## src/rtl/axil_seq_master.sv

```systemverilog
// axil_seq_master -- AXI-Lite master sequencer.
//
// Takes a stream of commands (write / read / poll-until-match), runs each one
// on the AXI-Lite bus, and returns exactly one response per command. Only one
// bus transaction is outstanding at a time.
//
// Ports:
//   M_AXI_ACLK, M_AXI_ARESET   clock, synchronous active-high reset
//   cmd_valid/ready            command handshake
//   cmd_op                     00 write, 01 read, 10 poll, 11 read
//   cmd_addr                   register offset (BASE is added)
//   cmd_data                   write data / poll expected value
//   cmd_mask                   poll compare mask; bit 8*i drives WSTRB[i]
//   rsp_valid/ready            response handshake
//   rsp_data                   read data (last read for poll, 0 for write)
//   rsp_status                 00 OK, 01 bus error, 10 poll timeout
//   M_AXI_*                    AXI-Lite master channels (AW, W, B, AR, R)
//
// Optional build macro AXIL_SEQ_STATS_EN adds the 32-bit saturating counters
// stat_wr_cnt, stat_rd_cnt and stat_err_cnt.

module axil_seq_master #(
  parameter int          C_M_AXI_ADDR_WIDTH         = 4,
  parameter int          C_M_AXI_DATA_WIDTH         = 32,
  parameter logic [31:0] C_M_TARGET_SLAVE_BASE_ADDR = 32'h0,
  parameter int          POLL_MAX                   = 1024,
  parameter int          POLL_GAP                   = 4
) (
  input  logic                            M_AXI_ACLK,
  input  logic                            M_AXI_ARESET,
  input  logic                            cmd_valid,
  output logic                            cmd_ready,
  input  logic [1:0]                      cmd_op,
  input  logic [C_M_AXI_ADDR_WIDTH-1:0]   cmd_addr,
  input  logic [C_M_AXI_DATA_WIDTH-1:0]   cmd_data,
  input  logic [C_M_AXI_DATA_WIDTH-1:0]   cmd_mask,
  output logic                            rsp_valid,
  input  logic                            rsp_ready,
  output logic [C_M_AXI_DATA_WIDTH-1:0]   rsp_data,
  output logic [1:0]                      rsp_status,
  output logic [C_M_AXI_ADDR_WIDTH-1:0]   M_AXI_AWADDR,
  output logic [2:0]                      M_AXI_AWPROT,
  output logic                            M_AXI_AWVALID,
  input  logic                            M_AXI_AWREADY,
  output logic [C_M_AXI_DATA_WIDTH-1:0]   M_AXI_WDATA,
  output logic [C_M_AXI_DATA_WIDTH/8-1:0] M_AXI_WSTRB,
  output logic                            M_AXI_WVALID,
  input  logic                            M_AXI_WREADY,
  input  logic [1:0]                      M_AXI_BRESP,
  input  logic                            M_AXI_BVALID,
  output logic                            M_AXI_BREADY,
  output logic [C_M_AXI_ADDR_WIDTH-1:0]   M_AXI_ARADDR,
  output logic [2:0]                      M_AXI_ARPROT,
  output logic                            M_AXI_ARVALID,
  input  logic                            M_AXI_ARREADY,
  input  logic [C_M_AXI_DATA_WIDTH-1:0]   M_AXI_RDATA,
  input  logic [1:0]                      M_AXI_RRESP,
  input  logic                            M_AXI_RVALID,
  output logic                            M_AXI_RREADY
`ifdef AXIL_SEQ_STATS_EN
  ,
  output logic [31:0]                     stat_wr_cnt,
  output logic [31:0]                     stat_rd_cnt,
  output logic [31:0]                     stat_err_cnt
`endif
);

  localparam int AW     = C_M_AXI_ADDR_WIDTH;
  localparam int DW     = C_M_AXI_DATA_WIDTH;
  localparam int STRB_W = DW / 8;
  localparam int PCNT_W = $clog2(POLL_MAX + 1);
  localparam int GAP_LAST = (POLL_GAP > 0) ? POLL_GAP - 1 : 0;
  localparam int GAP_W    = (GAP_LAST > 0) ? $clog2(GAP_LAST + 1) : 1;

  localparam logic [AW-1:0]     BASE_C     = AW'(C_M_TARGET_SLAVE_BASE_ADDR);
  localparam logic [PCNT_W-1:0] POLL_MAX_C = PCNT_W'(POLL_MAX);
  localparam logic [GAP_W-1:0]  GAP_LAST_C = GAP_W'(GAP_LAST);

  localparam logic [1:0] OP_WR  = 2'b00;
  localparam logic [1:0] OP_POLL = 2'b10;
  localparam logic [1:0] ST_OK  = 2'b00;
  localparam logic [1:0] ST_ERR = 2'b01;
  localparam logic [1:0] ST_TMO = 2'b10;

  if (DW != 32 && DW != 64) begin : g_bad_dw
    $error("C_M_AXI_DATA_WIDTH must be 32 or 64");
  end
  if (POLL_MAX < 1) begin : g_bad_pmax
    $error("POLL_MAX must be >= 1");
  end

  typedef enum logic [2:0] {
    S_IDLE, S_WR, S_WR_RESP, S_RD, S_RD_RESP, S_GAP, S_RSP
  } state_t;

  state_t            state_q, state_d;
  logic [1:0]        op_q, op_d;
  logic [AW-1:0]     addr_q, addr_d;
  logic [DW-1:0]     data_q, data_d;
  logic [DW-1:0]     mask_q, mask_d;
  logic              awvalid_q, awvalid_d;
  logic              wvalid_q, wvalid_d;
  logic              arvalid_q, arvalid_d;
  logic [DW-1:0]     rsp_data_q, rsp_data_d;
  logic [1:0]        rsp_status_q, rsp_status_d;
  logic [PCNT_W-1:0] poll_cnt_q, poll_cnt_d;
  logic [GAP_W-1:0]  gap_cnt_q, gap_cnt_d;
  logic              cmd_ready_q, rsp_valid_q;

  logic poll_match;
  assign poll_match = ((M_AXI_RDATA ^ data_q) & mask_q) == '0;

  always_comb begin
    state_d      = state_q;
    op_d         = op_q;
    addr_d       = addr_q;
    data_d       = data_q;
    mask_d       = mask_q;
    awvalid_d    = awvalid_q;
    wvalid_d     = wvalid_q;
    arvalid_d    = arvalid_q;
    rsp_data_d   = rsp_data_q;
    rsp_status_d = rsp_status_q;
    poll_cnt_d   = poll_cnt_q;
    gap_cnt_d    = gap_cnt_q;
    case (state_q)
      S_IDLE: begin
        if (cmd_valid && cmd_ready_q) begin
          op_d         = cmd_op;
          addr_d       = cmd_addr + BASE_C;
          data_d       = cmd_data;
          mask_d       = cmd_mask;
          rsp_data_d   = '0;
          rsp_status_d = ST_OK;
          poll_cnt_d   = '0;
          if (cmd_op == OP_WR) begin
            state_d   = S_WR;
            awvalid_d = 1'b1;
            wvalid_d  = 1'b1;
          end else begin
            state_d   = S_RD;
            arvalid_d = 1'b1;
          end
        end
      end
      S_WR: begin
        // AW and W complete independently, in either order
        if (awvalid_q && M_AXI_AWREADY) awvalid_d = 1'b0;
        if (wvalid_q && M_AXI_WREADY)   wvalid_d  = 1'b0;
        if (!awvalid_d && !wvalid_d)    state_d   = S_WR_RESP;
      end
      S_WR_RESP: begin
        if (M_AXI_BVALID) begin
          state_d      = S_RSP;
          rsp_status_d = (M_AXI_BRESP != 2'b00) ? ST_ERR : ST_OK;
        end
      end
      S_RD: begin
        if (M_AXI_ARREADY) begin
          arvalid_d = 1'b0;
          state_d   = S_RD_RESP;
          if (poll_cnt_q != POLL_MAX_C) poll_cnt_d = poll_cnt_q + PCNT_W'(1);
        end
      end
      S_RD_RESP: begin
        if (M_AXI_RVALID) begin
          rsp_data_d = M_AXI_RDATA;
          if (op_q != OP_POLL) begin
            state_d      = S_RSP;
            rsp_status_d = (M_AXI_RRESP != 2'b00) ? ST_ERR : ST_OK;
          end else if (M_AXI_RRESP != 2'b00) begin
            state_d      = S_RSP;
            rsp_status_d = ST_ERR;
          end else if (poll_match) begin
            state_d      = S_RSP;
            rsp_status_d = ST_OK;
          end else if (poll_cnt_q == POLL_MAX_C) begin
            state_d      = S_RSP;
            rsp_status_d = ST_TMO;
          end else if (POLL_GAP == 0) begin
            state_d   = S_RD;
            arvalid_d = 1'b1;
          end else begin
            state_d   = S_GAP;
            gap_cnt_d = '0;
          end
        end
      end
      S_GAP: begin
        if (gap_cnt_q == GAP_LAST_C) begin
          state_d   = S_RD;
          arvalid_d = 1'b1;
        end else begin
          gap_cnt_d = gap_cnt_q + GAP_W'(1);
        end
      end
      S_RSP: begin
        if (rsp_ready) state_d = S_IDLE;
      end
      default: state_d = S_IDLE;
    endcase
  end

  always_ff @(posedge M_AXI_ACLK) begin
    if (M_AXI_ARESET) begin
      state_q      <= S_IDLE;
      op_q         <= 2'b00;
      addr_q       <= '0;
      data_q       <= '0;
      mask_q       <= '0;
      awvalid_q    <= 1'b0;
      wvalid_q     <= 1'b0;
      arvalid_q    <= 1'b0;
      rsp_data_q   <= '0;
      rsp_status_q <= 2'b00;
      poll_cnt_q   <= '0;
      gap_cnt_q    <= '0;
      cmd_ready_q  <= 1'b0;
      rsp_valid_q  <= 1'b0;
    end else begin
      state_q      <= state_d;
      op_q         <= op_d;
      addr_q       <= addr_d;
      data_q       <= data_d;
      mask_q       <= mask_d;
      awvalid_q    <= awvalid_d;
      wvalid_q     <= wvalid_d;
      arvalid_q    <= arvalid_d;
      rsp_data_q   <= rsp_data_d;
      rsp_status_q <= rsp_status_d;
      poll_cnt_q   <= poll_cnt_d;
      gap_cnt_q    <= gap_cnt_d;
      // handshake flags follow the next state so they are never high together
      cmd_ready_q  <= (state_d == S_IDLE);
      rsp_valid_q  <= (state_d == S_RSP);
    end
  end

  assign cmd_ready     = cmd_ready_q;
  assign rsp_valid     = rsp_valid_q;
  assign rsp_data      = rsp_data_q;
  assign rsp_status    = rsp_status_q;
  assign M_AXI_AWADDR  = addr_q;
  assign M_AXI_AWPROT  = 3'b000;
  assign M_AXI_AWVALID = awvalid_q;
  assign M_AXI_WDATA   = data_q;
  assign M_AXI_WVALID  = wvalid_q;
  assign M_AXI_BREADY  = (state_q == S_WR_RESP);
  assign M_AXI_ARADDR  = addr_q;
  assign M_AXI_ARPROT  = 3'b000;
  assign M_AXI_ARVALID = arvalid_q;
  assign M_AXI_RREADY  = (state_q == S_RD_RESP);

  for (genvar i = 0; i < STRB_W; i++) begin : g_strb
    assign M_AXI_WSTRB[i] = mask_q[8*i];
  end

`ifdef AXIL_SEQ_STATS_EN
  logic [31:0] st_wr_q, st_rd_q, st_err_q;
  logic        b_hs, r_hs, err_ev;

  assign b_hs   = M_AXI_BVALID && (state_q == S_WR_RESP);
  assign r_hs   = M_AXI_RVALID && (state_q == S_RD_RESP);
  assign err_ev = (state_q != S_RSP) && (state_d == S_RSP) && (rsp_status_d != ST_OK);

  always_ff @(posedge M_AXI_ACLK) begin
    if (M_AXI_ARESET) begin
      st_wr_q  <= '0;
      st_rd_q  <= '0;
      st_err_q <= '0;
    end else begin
      if (b_hs   && st_wr_q  != 32'hFFFF_FFFF) st_wr_q  <= st_wr_q  + 32'd1;
      if (r_hs   && st_rd_q  != 32'hFFFF_FFFF) st_rd_q  <= st_rd_q  + 32'd1;
      if (err_ev && st_err_q != 32'hFFFF_FFFF) st_err_q <= st_err_q + 32'd1;
    end
  end

  assign stat_wr_cnt  = st_wr_q;
  assign stat_rd_cnt  = st_rd_q;
  assign stat_err_cnt = st_err_q;
`endif

endmodule

```

## config.mk

```make
export PLATFORM = sky130hd
export DESIGN_NAME = axil_seq_master
export DESIGN_NICKNAME = d
export VERILOG_FILES = /design/src/rtl/axil_seq_master.sv
export SDC_FILE = /design/constraint.sdc
export NUM_CORES = 1
export LEC_CHECK = 0
export CELL_PAD_IN_SITES_DETAIL_PLACEMENT = 1
export CELL_PAD_IN_SITES_GLOBAL_PLACEMENT = 2
export CORE_ASPECT_RATIO = 2
export CORE_MARGIN = 8
export CORE_UTILIZATION = 22
export DETAILED_ROUTE_END_ITERATION = 10
export GPL_ROUTABILITY_DRIVEN = 0
export PLACE_DENSITY_LB_ADDON = 0.1
export SLEW_MARGIN = 20
export SYNTH_ARGS = -nofsm -noshare
export SYNTH_HDL_FRONTEND = slang
export SYNTH_SLANG_ARGS = --single-unit
```

## constraint.sdc

```tcl
create_clock -name M_AXI_ACLK -period 1.7 [get_ports M_AXI_ACLK]
set_input_delay 0.425 -clock M_AXI_ACLK [delete_from_list [all_inputs] [get_ports M_AXI_ACLK]]
set_output_delay 0.425 -clock M_AXI_ACLK [all_outputs]
set_load 0.005 [all_outputs]
```

=== After elaboration in Yosys (flattened, before gate mapping) ===
Cells that the tools add are included.
W data, S select, Z words.

* Register bits: 125
* Input bits: 115
* Output and inout port bits: 91
* Logic and storage cells: 118

* Add/sub/neg operators: 2
* Eq/ne operators: 25
* Mux-type cells: 50
* Bitwise logic cells: 2
* Reductions and logical operators: 25

{| class="wikitable"
|+ Operators by type and width
! cell !! number
|-
| $mux W32 || 2
|-
| $pmux W32 S2 || 1
|-
| $mux W2 || 18
|-
| $mux W11 || 3
|-
| $and A32 B32 Y32 || 1
|-
| $logic_not A32 Y1 || 1
|-
| $xor A32 B32 Y32 || 1
|-
| $ne A2 B2 Y1 const B || 14
|-
| $pmux W11 S2 || 1
|-
| $mux W3 || 7
|-
| $pmux W3 S7 || 1
|-
| $eq A3 B3 Y1 const B || 4
|-
| $mux W1 || 12
|-
| $reduce_bool A2 Y1 || 6
|-
| $add A11 B1 Y11 const B || 1
|-
| $eq A11 B11 Y1 const B || 1
|-
| $ne A11 B11 Y1 const B || 1
|-
| $reduce_and A5 Y1 || 2
|-
| $reduce_and A7 Y1 || 1
|-
| $eq A3 B2 Y1 const B || 2
|-
| $logic_not A3 Y1 || 2
|-
| $pmux W2 S3 || 1
|-
| $reduce_and A3 Y1 || 2
|-
| $reduce_bool A3 Y1 || 2
|-
| other kinds (12) || 17
|}

=== Logic depth before layout (Yosys ltp) ===
Gate-level depths: netlist of run 1.

* Depth in word-level cells: 9
* Mapped depth: 9
* Depth with buffers taken out: 7

=== Worst setup path after synthesis of run 1 ===
Ideal clock, no wire load.

* Path type: input -> register
* Start point: input M_AXI_RDATA[13]
* End point: register rsp_status_q[0], in the netlist rsp_status[0]
* Library setup time: 0.121 ns
* Data arrival time: 1.736 ns
* Slack: -0.157 ns
* Cell stages on the path: 6
* Path buffers: 0
* Cells stage by stage: xor2_1 > a22oi_1 > nand4_1 > nor4_4 > o31a_1 > mux2_2

* Cells in the longest elaborated chain, start to end: 8
* Elaborated cells between the ends (all ways): 10
* Classes of those cells: eq/ne: 1; mux: 5; bitwise: 2; reduce/logical: 2

{| class="wikitable"
|+ RTL lines
! what !! line !! RTL
|-
| start, declared || 56 || <nowiki>input logic [C_M_AXI_DATA_WIDTH-1:0] M_AXI_RDATA,</nowiki>
|-
| $xor A32 B32 Y32 * || 111 || <nowiki>assign poll_match = ((M_AXI_RDATA ^ data_q) & mask_q) == '0;</nowiki>
|-
| $and A32 B32 Y32 * || 111 ||
|-
| $logic_not A32 Y1 * || 111 ||
|-
| $mux W2 || 174 || <nowiki>end else if (poll_match) begin</nowiki>
|-
| $mux W2 || 171 || <nowiki>end else if (M_AXI_RRESP != 2'b00) begin</nowiki>
|-
| $mux W2 || 168 || <nowiki>if (op_q != OP_POLL) begin</nowiki>
|-
| $mux W2 || 166 || <nowiki>if (M_AXI_RVALID) begin</nowiki>
|-
| $pmux W2 S3 || 126 || <nowiki>case (state_q)</nowiki>
|-
| end signal, assigned || 230 || <nowiki>rsp_status_q <= rsp_status_d;</nowiki>
|-
| end, declared || 105 || <nowiki>logic [1:0] rsp_status_q, rsp_status_d;</nowiki>
|}

Mark *: on every way between the ends. The rest lies on a longest branch, timed or not. The select of a mux whose other input is x is not followed.
A chain may end at the register's enable or synchronous reset.

=== Final worst setup path of run 1 ===
* Start point: input M_AXI_RDATA[7]
* End point: register rsp_status_q[0], in the netlist rsp_status[0]

Same word-level chain as after synthesis.

==> out/metrics.yaml, run 1 <==
status: "complete, but fails checks"
violations: "setup timing"
layout_commonest_cell: "dlygate4sd2_1"
synth_cell_types: 51
dieHeight_um: 238
final_nets: 1103
p_sw_w: 0.00454
rrSetupSlack_ns: -0.20
finalPower_w: 0.0129
clock_path_buffers: 2
cts_num_sinks: 125
synth_edf_count: 0
grt_max_degree: 50
area_growth_pct: 105
grt_pass1_wl_mm: 39.4
cts_tree: "built"
ir_worst_vdd_mv: 0.618
maxCapViolCount: 0
antenna_found_initial: 6
p_int_w: 0.00839
vias: 6068
dr.pass1.iters: 4
mostFrequentLayoutCells: "dlygate4sd2_1, nand2_1, a21oi_2, dfxtp_1, buf_4"
initial_core_util: 0.223
cp_data_arrival_time_ns: 2.23
p_comb_frac: 0.457
tightestPinTransition_ns: 0.531
first_global_vias: 6618
ant_nets: 0
yosys-top-cells-area: "dfxtp_1, nand2_1, a21oi_1"
critPathMaxFanout: 2
finalSetupViolCount: 113
wire_per_inst_um: 21.5
ys_seq_area_frac: 0.460
syn_inst: 685
fill_cells: 2734
synth_top_area_cell: "dfxtp_1"
critPathCaptureType: "flop"
timing.final.ws_setup_ns: -0.215
clock_power_share: 0.268
grt_use_met1: 0.155
grt_overflow: 0
cts_root_buf: "clkbuf_16"
numCtsBuffers: 17
slew-limit-headroom: 0.646
ys.flop_type: "dfxtp_1"
wirelength_mm: 28.6
worstSetupStartpointType: "input port"
async_reset_ff_frac: 0
dr.first_iter.drc_count: 196
drive_above_1_share: 0.473
post-route-period-util: 1.13
synth_area_um2: 5440
grtUsageTotal: 0.173
num_rows: 81
clkTransAtPathRegs_ns: 0.06
die_area_um2: 30300
pin_count: 206
grt_busiest_layer: "met2"
die_w_um: 127
hold_class: "input port to flop"
use_met3: 0.0414
place.port_buffers: 199
hpwl_mm: 19.4
p_seq_frac: 0.274
yosysWarnings: 0
drc: 0
period_minus_slack_ns: 1.92
synth_top_area_frac: 0.460
viasPerCell: 4.55
hold_viol_final: 0
grtUsageMet2: 0.359
htreeDepth: 4
criticalPathCategory: "input port to flop"
avgSynthCellArea_um2: 7.94
rsz0062_at_grt: "yes"
power_density_nw_per_um2: 1160
setup_tns_ns: -7.49
worst_ep_required_time_ns: 2.02
p_leak_nw: 4.41
coreArea_um2: 24400
clock_latency_ns: 0.43
synth-seq-cells: 125
skew_ns: 0.00942
drv_slew: 0
netSwitchingFraction: 0.351
timing.fmax_mhz: 522
pre_cts_ws_ns: -0.851
## layout make-up
| class | count | area [µm²] | share of cell area |
|---|---|---|---|
| flip-flops and latches | 125 | 2550 | 0.230 |
| inverters | 7 | 26.3 | 0.00236 |
| clock inverters | 7 | 62.6 | 0.00562 |
| well taps | 332 | 415 | 0.0373 |
| multi-input cells | 498 | 4110 | 0.370 |
| diodes | 3 | 7.51 | 0.000675 |
| repair buffers | 336 | 3460 | 0.311 |
| clock buffers | 25 | 485 | 0.0436 |
## synthesized netlist by cell type, types with 7 or more instances
master,count
a21oi_1,116
a22oi_1,16
buf_4,17
clkbuf_1,36
dfxtp_1,125
inv_1,7
nand2_1,188
nand3_1,34
nand4_1,10
nor2_1,17
nor3_1,9
o21ai_0,10
xnor2_1,7
xor2_1,33
## registers in the layout, summed over array words and instances, names as in the netlist
signal         flops
M_AXI_WDATA       32
mask_q            32
rsp_data          32
poll_cnt_q        11
M_AXI_ARADDR       4
state_q            3
gap_cnt_q          2
op_q               2
rsp_status         2
M_AXI_ARVALID      1
M_AXI_AWVALID      1
M_AXI_WVALID       1
cmd_ready          1
rsp_valid          1
## cells by family (layout without fill, tap and decap cells)
kind of cell	count (synthesis)	after routing	synth area share
flip-flops	125	125	0.460
AO/OA/AOI/OAI	163	163	0.170
adder cells (fa/ha/maj)	3	3	0.00690
XOR/XNOR	40	40	0.0644
buffers and inverters	67	375	0.0617
other	1	9	0.000689
AND/OR/NAND/NOR	284	284	0.232
multiplexers	2	2	0.00391
## what timing repair did
item | CTS | global route
pin swaps | 56 | 184
gates resized for setup | 241 | 320
gates cloned | 4 | 15
setup endpoints to repair | 207 | 123
hold buffers | 0 | 0
buffers inserted | 13 | 16
## power by group through the flow
stage                     Clock [W]  Sequential, W  Combinational [W]
final                       0.00347        0.00355            0.00592
after CTS                   0.00355        0.00348            0.00424
after global routing        0.00369        0.00358            0.00627
after floorplan                   0        0.00348            0.00149
after global placement            0        0.00348            0.00351
after detailed placement          0        0.00349            0.00355
## critical path, stage by stage
cell and delay, ns:
clkdlybuf4s50_1 0.51, xor2_1 0.34, a22oi_1 0.13, nand4_1 0.15, nor4_4 0.06, o31a_1 0.32, mux2_4 0.30
## final timing paths
path                                      start       endpoint  cells past startpoint
worst max-delay path             M_AXI_RDATA[7]  rsp_status[0]                      7
worst min-delay path            M_AXI_RDATA[12]   rsp_data[12]                      3
worst max register to register  M_AXI_WDATA[27]  rsp_status[0]                      6
worst min register to register     rsp_data[31]   rsp_data[31]                      2
## stage by stage
stage	instances	hold WS (ns)	area, µm²	util
final	1333	0.299	11100	0.456
after global routing	1332	0.292	11100	0.455
after CTS	1303	0.398	9510	0.389
after detailed placement	1256	0.447	8400	0.344
after global placement	1256	0.441	8400	0.344
after floorplan	690	0.432	5460	-
## routing by layer
layer  vias to the layer above  routed length (µm)
li1                       2897                   -
met3                        37                1030
met5                         -                  13
met2                       138               17200
met4                         2                 697
met1                      2994                9690
(Power assumes the default switching activity.)
==> run 2, diff against run 1 <==
REMOVE_ABC_BUFFERS = 1   (was unset)
==> out/metrics.yaml, run 2 (synthesis results as in run 1) <==
status: "complete, but fails checks"  # unchanged
violations: "setup timing"  # unchanged
p_int_w: 0.00708  # was 0.00839 W
final_cell_area_um2: 9060  # was 11,100 µm²
cts_num_sinks: 125  # unchanged
die_area_um2: 30300  # unchanged
rsz0062_at_grt: "yes"  # unchanged
drc: 0  # unchanged
grtUsageTotal: 0.162  # was 0.173
critPathCaptureType: "flop"  # unchanged
fin_hold_ws_ns: 0.327  # was 0.299 ns
reg2reg_from: "M_AXI_WDATA[14]"  # was M_AXI_WDATA[27]
clkTransAtPathRegs_ns: 0.06  # about the same
skew_ns: 0.00718  # was 0.00942 ns
coreArea_um2: 24400  # unchanged
numCtsBuffers: 17  # unchanged
layout_commonest_cell: "nand2_1"  # was dlygate4sd2_1
hpwl_mm: 18.4  # was 19.4 mm
pre_cts_ws_ns: -0.908  # was -0.851 ns
hold_class: "input port to flop"  # unchanged
grt_use_met1: 0.141  # was 0.155
clock_path_buffers: 2  # unchanged
post-route-period-util: 1.16  # was 1.13
vias: 5748  # was 6,068
p_comb_frac: 0.338  # was 0.457
critPathMaxFanout: 2  # unchanged
pin_count: 206  # unchanged
grt_busiest_layer: "met2"  # unchanged
clock_power_share: 0.330  # was 0.268
area_growth_pct: 66.5  # was 105%
antenna_found_initial: 0  # was 6
rrSetupSlack_ns: -0.23  # was -0.20 ns
num_antenna_cells: 0  # was 3
dieHeight_um: 238  # unchanged
ant_nets: 0  # unchanged
wire_per_inst_um: 18.6  # was 21.5 µm
cts_root_buf: "clkbuf_16"  # unchanged
ir_worst_vdd_mv: 0.764  # was 0.618 mV
setup_tns_ns: -2.52  # was -7.49 ns
maxCapViolCount: 0  # unchanged
wirelength_mm: 24.1  # was 28.6 mm
placed_area_um2: 8390  # was 8400 µm²
p_leak_nw: 3.79  # was 4.41 nW
grt_pass1_wl_mm: 37.0  # was 39.4 mm
p_seq_frac: 0.332  # was 0.274
final_nets: 1067  # was 1,103
grtUsageMet2: 0.330  # was 0.359
worstSetupStartpointType: "input port"  # unchanged
timing.final.ws_setup_ns: -0.276  # was -0.215 ns
crit_end: "rsp_status[0]"  # unchanged
viasPerCell: 4.44  # was 4.55
power_density_nw_per_um2: 1160  # about the same
cts_tree: "built"  # unchanged
place.port_buffers: 199  # unchanged
clock_latency_ns: 0.43  # about the same
drive_above_1_share: 0.200  # was 0.473
timing.rr.end: "rsp_status[0]"  # unchanged
r2r_cells: 7  # was 6
criticalPathCategory: "input port to flop"  # unchanged
hold_viol_final: 0  # unchanged
worst_ep_required_time_ns: 2.02  # about the same
grt_overflow: 0  # unchanged
finalSetupViolCount: 24  # was 113
hold_buffers: 0  # unchanged
period_minus_slack_ns: 1.98  # was 1.92 ns
htreeDepth: 4  # unchanged
grt_max_degree: 62  # was 50
mostFrequentLayoutCells: "nand2_1, a21oi_1, clkdlybuf4s50_1, dlygate4sd2_1, dfxtp_1"  # was dlygate4sd2_1, nand2_1, a21oi_2, dfxtp_1, buf_4
cp_data_arrival_time_ns: 2.29  # was 2.23 ns
startpoint: "M_AXI_RDATA[13]"  # was M_AXI_RDATA[7]
num_rows: 81  # unchanged
drv_slew: 0  # unchanged
p_sw_w: 0.00339  # was 0.00454 W
first_global_vias: 6545  # was 6,618
dr.pass1.iters: 4  # unchanged
die_w_um: 127  # unchanged
dr.first_iter.drc_count: 171  # was 196
initial_core_util: 0.223  # unchanged
fill_cells: 2898  # was 2,734
netSwitchingFraction: 0.323  # was 0.351
timing.fmax_mhz: 506  # was 522 MHz
use_met3: 0.0465  # was 0.0414
run 2: changes by cell type in the layout (fill, tap and decap cells not counted), sizes merged:
cell	delta
diode	-3
buf	-29
clkdlybuf4s15	+1
clkinv	+2
clkbuf	-11
clkdlybuf4s50	+17
bufbuf	+1
dlymetal6s2s	-1
clkinvlp	-1
dlygate4sd2	-15
run 2: power by group through the flow:
stage | sequential, W | combinational [W] | clock [W]
2_1_floorplan | 0.00353 | 0.00121 | 0
3_3_place_gp | 0.00349 | 0.00342 | 0
3_5_place_dp | 0.00351 | 0.00346 | 0
4_1_cts | 0.00347 | 0.00363 | 0.00359
5_1_grt | 0.00351 | 0.00387 | 0.00369
6_report | 0.00347 | 0.00354 | 0.00346
run 2: repair_timing:
item / in CTS / in global routing
buffers inserted: 6 / 1
cloned: 1 / 0
pin swaps: 17 / 6
resized for setup: 150 / 7
hold endpoints to repair: 0 / 0
setup endpoints to repair: 197 / 53
run 2: metal layers:
metal,up-vias,routed length (µm)
met3,29,1120
met4,0,564
met2,132,14200
met1,2767,8230
met5,-,0
li1,2820,-
run 2: area by class of cell:
class / instances / area (µm²) / share of cell area
Clock buffer: 24 / 482 / 0.0532
Clock inverter: 8 / 65.1 / 0.00718
Inverter: 7 / 26.3 / 0.00290
Multi-Input combinational cell: 498 / 2750 / 0.303
Sequential cell: 125 / 2540 / 0.281
Tap cell: 332 / 415 / 0.0459
Timing Repair Buffer: 300 / 2780 / 0.307
run 2: worst min path at each step:
stage                               start  slack [ns]            end  depth (start not counted)
after floorplan                   op_q[1]        0.43        op_q[1]                          2
after global placement        rsp_data[1]        0.44    rsp_data[1]                          2
after detailed placement     rsp_data[28]        0.45   rsp_data[28]                          2
after CTS                    M_AXI_ARESET        0.39  M_AXI_ARVALID                          2
after global routing      M_AXI_RDATA[23]        0.35   rsp_data[23]                          3
final                     M_AXI_RDATA[23]        0.33   rsp_data[23]                          3
run 2: metrics by stage:
step           power (W)   util  std cells
2_1_floorplan    0.00474      -        630
5_1_grt           0.0111  0.371       1294
3_3_place_gp     0.00691  0.343       1255
6_report          0.0105  0.371       1294
4_1_cts           0.0107  0.369       1293
3_5_place_dp     0.00697  0.343       1255
run 2: worst max-delay path: stages:
cell and delay, ns:
clkdlybuf4s50_1 0.44, xor2_1 0.16, a22oi_2 0.22, nand4_1 0.22
nor4_4 0.33, o31a_1 0.18, mux2_4 0.30
